## src/rtl/fft_seq_pkg.sv

```systemverilog
// fft_seq_pkg: shared types and constants for the FFT RAM sequencer.
package fft_seq_pkg;
  typedef enum logic [2:0] {LOAD, START, CALC, UNLOAD, ERROR} seq_state_t;
  typedef enum logic [1:0] {OWN_BRIDGE, OWN_CORE, OWN_NONE} owner_t;
  localparam logic [19:0] WDOG_LIMIT_DEFAULT = 20'hFFFFF;
  // FFT lengths accepted by the core: powers of two from 2 to 2048
  function automatic logic valid_len(input logic [31:0] n);
    return n >= 32'd2 && n <= 32'd2048 && (n & (n - 32'd1)) == 32'd0;
  endfunction
endpackage

```

## src/rtl/fft_ram_mux.sv

```systemverilog
// fft_ram_mux: single-port RAM owner select with read data steered to the issuer of the previous read.
module fft_ram_mux
  import fft_seq_pkg::*;
#(
  parameter int DATA_WIDTH = 32,
  parameter int ADDR_WIDTH = 12
) (
  input  logic                  i_clk,
  input  logic                  i_rst,
  input  owner_t                i_owner,
  input  logic                  i_br_we,
  input  logic                  i_br_re,
  input  logic [ADDR_WIDTH-1:0] i_br_addr,
  input  logic [DATA_WIDTH-1:0] i_br_wdata,
  output logic [DATA_WIDTH-1:0] o_br_rdata,
  input  logic                  i_core_we,
  input  logic                  i_core_re,
  input  logic [ADDR_WIDTH-1:0] i_core_addr,
  input  logic [DATA_WIDTH-1:0] i_core_wdata,
  output logic [DATA_WIDTH-1:0] o_core_rdata,
  output logic                  o_ram_we,
  output logic                  o_ram_re,
  output logic [ADDR_WIDTH-1:0] o_ram_addr,
  output logic [DATA_WIDTH-1:0] o_ram_wdata,
  input  logic [DATA_WIDTH-1:0] i_ram_rdata
);
  owner_t rd_owner;
  logic br, co;
  always_comb begin
    br = i_owner == OWN_BRIDGE;
    co = i_owner == OWN_CORE;
    o_ram_we = br ? i_br_we : co && i_core_we;
    o_ram_re = br ? i_br_re : co && i_core_re;
    o_ram_addr = br ? i_br_addr : co ? i_core_addr : '0;
    o_ram_wdata = br ? i_br_wdata : co ? i_core_wdata : '0;
    o_br_rdata = rd_owner == OWN_BRIDGE ? i_ram_rdata : '0;
    o_core_rdata = rd_owner == OWN_CORE ? i_ram_rdata : '0;
  end
  // remembering who issued the read lets it return after ownership has moved on
  always_ff @(posedge i_clk or posedge i_rst)
    if (i_rst) rd_owner <= OWN_NONE;
    else rd_owner <= o_ram_re ? i_owner : OWN_NONE;
endmodule

```

## src/rtl/fft_ram_sequencer.sv

```systemverilog
// fft_ram_sequencer: runs load/compute/unload of one FFT over the shared sample RAM,
// arbitrating it between the AXI bridge and the FFT core, with a compute watchdog.
module fft_ram_sequencer
  import fft_seq_pkg::*;
#(
  parameter int DATA_WIDTH = 32,
  parameter int ADDR_WIDTH = 12,
  parameter int WDOG_WIDTH = 20,
  parameter logic [WDOG_WIDTH-1:0] WDOG_LIMIT = WDOG_WIDTH'(WDOG_LIMIT_DEFAULT)
) (
  input  logic                  i_clk,
  input  logic                  i_rst,
  input  logic [ADDR_WIDTH-1:0] i_samples_number,
  input  logic                  i_br_write,
  input  logic                  i_br_read,
  input  logic [ADDR_WIDTH-1:0] i_br_index,
  input  logic [15:0]           i_br_wdata,
  input  logic                  i_br_data_loaded,
  input  logic                  i_br_rlast,
  output logic [DATA_WIDTH-1:0] o_br_rdata,
  output logic                  o_calc_end,
  output logic                  o_core_start,
  output logic [ADDR_WIDTH-1:0] o_core_len,
  input  logic                  i_core_we,
  input  logic                  i_core_re,
  input  logic [ADDR_WIDTH-1:0] i_core_index,
  input  logic [DATA_WIDTH-1:0] i_core_wdata,
  input  logic                  i_core_done,
  output logic [DATA_WIDTH-1:0] o_core_rdata,
  output logic                  o_ram_we,
  output logic                  o_ram_re,
  output logic [ADDR_WIDTH-1:0] o_ram_addr,
  output logic [DATA_WIDTH-1:0] o_ram_wdata,
  input  logic [DATA_WIDTH-1:0] i_ram_rdata,
  input  logic                  i_clear,
  output logic                  o_busy,
  output logic                  o_error,
  output logic [2:0]            o_state
);
  seq_state_t state, state_nxt;
  owner_t owner;
  logic [WDOG_WIDTH-1:0] wdog;
  logic [ADDR_WIDTH-1:0] len;
  logic len_ok, wdog_trip;
  assign len_ok = valid_len(32'(i_samples_number));
  // wdog holds completed CALC cycles, so this cycle is the LIMIT-th one
  assign wdog_trip = wdog == WDOG_LIMIT - WDOG_WIDTH'(1);
  always_comb begin
    state_nxt = state;
    case (state)
      LOAD:    if (i_br_data_loaded) state_nxt = len_ok ? START : ERROR;
      START:   state_nxt = CALC;
      CALC:    if (i_core_done) state_nxt = UNLOAD; else if (wdog_trip) state_nxt = ERROR;
      UNLOAD:  if (i_br_read && i_br_rlast) state_nxt = LOAD;
      ERROR:   if (i_clear) state_nxt = LOAD;
      default: state_nxt = LOAD;
    endcase
  end
  always_ff @(posedge i_clk or posedge i_rst)
    if (i_rst) begin
      state <= LOAD;
      wdog <= '0;
      len <= '0;
    end else begin
      state <= state_nxt;
      wdog <= state == CALC ? wdog + WDOG_WIDTH'(1) : '0;
      if (state == LOAD && i_br_data_loaded) len <= i_samples_number;
    end
  // reset withdraws every grant even though the state already reads LOAD
  always_comb begin
    owner = i_rst ? OWN_NONE :
            (state == LOAD || state == UNLOAD) ? OWN_BRIDGE :
            (state == START || state == CALC) ? OWN_CORE : OWN_NONE;
    o_core_start = state == START;
    o_calc_end = state == UNLOAD;
    o_busy = state == START || state == CALC;
    o_error = state == ERROR;
    o_state = state;
    o_core_len = len;
  end
  fft_ram_mux #(.DATA_WIDTH(DATA_WIDTH), .ADDR_WIDTH(ADDR_WIDTH)) u_mux (
    .i_clk        (i_clk),
    .i_rst        (i_rst),
    .i_owner      (owner),
    .i_br_we      (i_br_write && state == LOAD),
    .i_br_re      (i_br_read),
    .i_br_addr    (i_br_index),
    .i_br_wdata   ({(DATA_WIDTH-16)'(i_br_wdata), 16'h0}),
    .o_br_rdata   (o_br_rdata),
    .i_core_we    (i_core_we),
    .i_core_re    (i_core_re),
    .i_core_addr  (i_core_index),
    .i_core_wdata (i_core_wdata),
    .o_core_rdata (o_core_rdata),
    .o_ram_we     (o_ram_we),
    .o_ram_re     (o_ram_re),
    .o_ram_addr   (o_ram_addr),
    .o_ram_wdata  (o_ram_wdata),
    .i_ram_rdata  (i_ram_rdata)
  );
endmodule
```

## config.mk

```make
export PLATFORM = sky130hd
export DESIGN_NAME = fft_ram_sequencer
export DESIGN_NICKNAME = d
export VERILOG_FILES = /design/src/rtl/fft_seq_pkg.sv /design/src/rtl/fft_ram_mux.sv /design/src/rtl/fft_ram_sequencer.sv
export SDC_FILE = /design/constraint.sdc
export NUM_CORES = 1
export LEC_CHECK = 0
export CAP_MARGIN = 5
export CORE_AREA = 2 2 99 101
export DETAILED_ROUTE_END_ITERATION = 6
export DIE_AREA = 0 0 101 103
export HOLD_SLACK_MARGIN = 0.05
export PLACE_DENSITY = 0.77
export SLEW_MARGIN = 10
export SYNTH_ARGS = -nofsm -noshare
export SYNTH_HDL_FRONTEND = slang
export SYNTH_SLANG_ARGS = --single-unit
```

## constraint.sdc

```tcl
create_clock -name i_clk -period 4.15 [get_ports i_clk]
set_input_delay 0.415 -clock i_clk [delete_from_list [all_inputs] [get_ports i_clk]]
set_output_delay 0.415 -clock i_clk [all_outputs]
set_load 0.01 [all_outputs]
```

Word level (Yosys, flattened, before mapping)
Index checks and enable logic that the tools add are counted.
Storage, ports and cells
  logic and storage cells: 54
  bits in registers: 37
  input bits: 126
  output and inout bits: 129
Operators by class
  magnitude comparators: 2
  eq/ne operators: 11
  reduce and logical (&&, ||, !) cells: 14
  muxes and demuxes: 20
  add/sub/neg operators: 2
  bitwise logic cells: 1
Operators with widths (count)
  $mux W32: 4
  $and A12 B32 Y32: 1
  $logic_not A32 Y1: 1
  $mux W12: 2
  $add A20 B1 Y20 const B: 1
  $eq A20 B20 Y1 const B: 1
  $mux W20: 1
  $mux W3: 6
  $pmux W3 S5: 1
  $sub A12 B1 Y13 const B: 1
  $ge A12 B2 Y1 const B: 1
  $le A12 B12 Y1 const B: 1
  $mux W2: 4
  $logic_and A1 B1 Y1: 7
  $eq A3 B2 Y1 const B: 2
  $eq A2 B1 Y1 const B: 2
  $logic_not A2 Y1: 2
  $ne A2 B2 Y1 const B: 2
  $reduce_and A4 Y1: 1
  $eq A3 B1 Y1 const B: 1
  $eq A3 B3 Y1 const B: 1
  $logic_not A3 Y1: 1
  $ne A3 B3 Y1 const B: 1
  $logic_or A1 B1 Y1: 2
  other kinds (2): 3

Logic depth before layout (Yosys ltp)
  depth in word-level cells: 9
  depth in mapped cells: 7
  gate-level depth less buffers: 7

Modules after synthesis
Synthesis repeated with hierarchy kept, for this count alone.
Second synthesis, totals
  cells, all modules: 360
  area total of the unflattened synthesis: 3051.7 µm²
By module, submodules not included
  fft_ram_sequencer: seq. area each 875.8 µm², instances 1, cells each 181, area each 1820.5 µm²
  fft_ram_mux: seq. area each 51.3 µm², instances 1, cells each 179, area each 1231.2 µm²

Worst setup path before layout
OpenSTA, ideal clock, no wires.
  path kind: register -> output
  start: register state[1], in the netlist o_state[1]
  end: output o_ram_addr[10]
  path buffers: 3
  cell stages (with the launch flop): 7
  arrival time: 1814 ps
  setup slack: 1921 ps
  required time: 3735 ps
  path through: dfrtp_1 > buf_2 > xnor2_1 > nor3b_1 > clkbuf_1 > clkbuf_1 > a22o_1
Between the ends
  cells in the longest elaborated chain, start to end: 8
  elaborated cells between the ends (all ways): 13
  those cells by class: 4 x eq/ne; 5 x mux; 4 x reduce/logical
Ends and longest elaborated chain
  from (decl): line fft_ram_sequencer.sv:40  | seq_state_t state, state_nxt;
  from (signal assigned): line fft_ram_sequencer.sv:65  | state <= state_nxt;
  $eq A3 B1 Y1 / $eq A3 B2 Y1 (equally long branches): line fft_ram_sequencer.sv:73  | (state == START || state == CALC) ? OWN_CORE : OWN_NONE;
  $logic_or A1 B1 Y1: line fft_ram_sequencer.sv:73
  $mux W2: line fft_ram_sequencer.sv:73
  $mux W2 *: line fft_ram_sequencer.sv:72  | (state == LOAD || state == UNLOAD) ? OWN_BRIDGE :
  $mux W2 *: line fft_ram_sequencer.sv:71  | owner = i_rst ? OWN_NONE :
  $eq A2 B1 Y1: line fft_ram_mux.sv:31  | co = i_owner == OWN_CORE;
  $mux W12: line fft_ram_mux.sv:34  | o_ram_addr = br ? i_br_addr : co ? i_core_addr : '0;
  $mux W12 *: line fft_ram_mux.sv:34
  to (decl): line fft_ram_sequencer.sv:32  | output logic [ADDR_WIDTH-1:0] o_ram_addr,
Mark *: on every way between the ends. The rest lies on a longest branch, timed or not.

Final worst setup path
  start: register state[1], in the netlist o_state[1]
  end: output o_ram_addr[8]
The elaborated chain is that of the path after synthesis.

==> flow_metrics.tcl <==
set metrics [dict create \
    outcome "finished, final reports clean" \
    yosys.area_share.simple_pct 34.8 \
    endpoint_kind "primary output" \
    r2r_cells 5 \
    yosys-mux-area-fraction_pct 5.45 \
    synth_top_area_share_pct 33.8 \
    worstPathRequired_ps 3730 \
    die_area_um2 10400 \
    power.total_mw 1.07 \
    grtUsageTotal_pct 23.6 \
    grt_pass1_wl_um 18400 \
    yosysSeqAreaShare_pct 34.8 \
    avgSynthCellArea_um2 8.70 \
    antennaDiodeCount 0 \
    hp-class "flop to flop" \
    synth_xor_area_share_pct 5.59 \
    cts_sinks 37 \
    r2r_end "o_state[1]" \
    vias_per_cell 4.89 \
    crit_type "flop to primary output" \
    cts_resized 0 \
    synth_area_um2 2660 \
    yosys_warnings 0 \
    core_area_um2 9460 \
    slew_viol_final 0 \
    hold_violations 0 \
    worst_slew_pin_slew_ps 1040 \
    final.min_clock_period_ps 3110 \
    relSlewSlack_pct 30.0 \
    yosys.area.top_type "dfrtp_1" \
    hp-start "wdog[0]" \
    tns_ps 0 \
    timing.final.crit_share_pct 75.0 \
    grt_max_degree 45 \
    drt.antenna.violating_nets 0 \
    clk_latency_ps 290 \
    dieWidth_um 101 \
    die_h_um 103 \
    fillCellCount 842 \
    routabilityCongestion 0.831 \
    pwr_density_cell_nw_per_um2 197 \
    root_buffer "clkbuf_8" \
    fmax_mhz 321 \
    holdPathStages 1 \
    reg2reg_from "wdog[2]" \
    maxCapViolCount 0 \
    num_rows 36 \
    grt-ovfl-total 0 \
    rrSetupSlack_ps 2000 \
    num_vias 3255 \
    rsz0062_at_grt "no" \
    cts_setup_buffers 0 \
    postCtsHoldBufs 0 \
    synth_compound_area_share_pct 13.9 \
    ys_ff_latch 37 \
    final-setup-viol-count 0 \
    h-tree-depth 2 \
    cts_buffer_depth 2 \
    synth_adder_area_share_pct 1.32 \
    ir_drop_mv 0.113 \
    wl_per_cell_um 19.8 \
    totalWireLength_um 13200 \
    drc 0 \
    clk_pin_slew_ps 70 \
    drtIter0Drc 241 \
    finalClockSkew_ps 5.56 \
    syn-num-nets 434 \
    cts_buffers 5 \
    io_pins 255 \
    critPathLaunchType "flop" \
    area_growth_pct 103 \
    synth_top_cells_by_area "dfrtp_1, and2_1, a22o_1" \
    layout-drive-gt1-share_pct 5.25 \
    antenna_found_initial 0 \
    cp_max_fo 23 \
    p_leak_nw 2.11 \
    fin_nets 680 \
    dr.pass1.iters 4 \
    synth_cell_types 42 \
    grt_pass1_vias 3230 \
    cts_tree "built" \
    io_buffers 254 \
    holdPathEnd "wdog[0]" \
    synth_top_family_by_area "simple AND/OR/NAND/NOR gates" \
    dp_hpwl_um 10900 \
    start_util_pct 28.1 \
    crit_arrival_ps 2700 \
    synthCells 306 \
]
==> final cells by class <==
cell class                 instances  area [um^2]  area share (%)
multi-input combinational        241         1630            30.2
timing repair buffer             260         2590            47.9
inverter                           7         26.3           0.486
clock buffer                       7         86.3            1.60
sequential                        37          927            17.2
tap                              114          143            2.64
==> worst max-delay path, cell delays in order (launching register included) <==
cell and delay, ps:
dfrtp_1 500, xnor2_1 340, nor3b_2 490, buf_4 350, a22o_1 180, clkdlybuf4s50_1 550
==> Yosys cell counts <==
cell type and instances:
o2bb2ai_1 1, dfrtp_1 36, maj3_1 1, and3_1 1, a22o_1 28, xor2_1 11
nand2b_1 1, or4_1 1, a21o_1 1, nand2_1 9, a21oi_1 6, xnor2_1 6
buf_2 2, or3_1 3, buf_4 1, inv_1 7, a21boi_0 1, nand4_1 6
a41oi_1 1, o22ai_1 1, nand3_1 9, clkbuf_1 18, ha_1 2, o41ai_1 1
nor4b_2 1, a22oi_1 1, and4_1 2, or4_4 1, a221o_1 1, o21ai_0 3
nor3_1 7, nor3b_1 3, nor4_1 4, nor2_1 26, mux2_2 12, dfstp_2 1
mux2i_1 1, a31oi_1 1, o21a_1 1, and2_1 83, nor2b_1 3, and3b_1 1
==> flip-flops by register name, indices dropped and copies added, names as in the netlist <==
signal	flops
o_core_len	12
o_state	3
u_mux.rd_owner	2
wdog	20
==> cell families (layout without fill, tap and decap cells) <==
logic type	Yosys count	count (layout)
multiplexers	13	13
AND/OR/NAND/NOR	161	161
XOR/XNOR	17	17
adder cells (fa/ha/maj)	3	3
buffers and inverters	28	274
flip-flops	37	37
AO/OA/AOI/OAI	47	47
==> worst max path at each step <==
stage	from	endpoint	cells past startpoint
after floorplan	o_state[1]	o_ram_addr[10]	6
after global placement	i_rst	o_ram_re	6
after detailed placement	i_rst	o_ram_re	6
after CTS	o_state[1]	o_ram_wdata[19]	5
after global routing	o_state[1]	o_ram_wdata[19]	5
final	o_state[1]	o_ram_addr[8]	5
==> per-stage QoR <==
step / utilization, % / area, um^2 / setup slack [ps] / instances / hold slack, ps
after global routing: 57.1 / 5400 / 889 / 666 / 520
final: 57.1 / 5400 / 1040 / 666 / 483
after global placement: 56.2 / 5320 / 1390 / 659 / 463
after CTS: 57.1 / 5400 / 1050 / 666 / 481
after detailed placement: 56.2 / 5320 / 1300 / 659 / 473
after floorplan: - / 2660 / 1920 / 306 / 447
==> power breakdown <==
group	total (mW)	leakage, nW	switching [mW]	internal, mW
clock network	0.253	0.0443	0.121	0.132
registers	0.410	0.484	0.0202	0.390
logic	0.403	1.58	0.144	0.259
==> placed cells by master (no fill, tap or decap), types with 2 or more instances in the layout <==
cell type	count
nor3_1	6
mux2_2	12
clkdlybuf4s50_1	254
nor3b_1	2
xor2_1	11
nor2b_1	3
inv_1	6
and2_1	83
dfrtp_1	36
and4_1	2
nor4_1	4
nor2_1	26
a21oi_1	6
a22o_1	28
nand2_1	9
o21ai_0	3
clkbuf_8	6
xnor2_1	6
ha_1	2
nand4_1	6
buf_4	6
nand3_1	9
or3_1	3
==> metal layers <==
| layer | up-vias | track usage, % | share of wire (%) |
|---|---|---|---|
| met1 | 1502 | 32.0 | 41 |
| met5 | - | 0 | 0 |
| li1 | 1555 | - | - |
| met2 | 183 | 36.3 | 46 |
| met4 | 0 | 5.09 | 1.8 |
| met3 | 15 | 8.47 | 12 |
No activity file was read; power rests on OpenSTA's default activity.
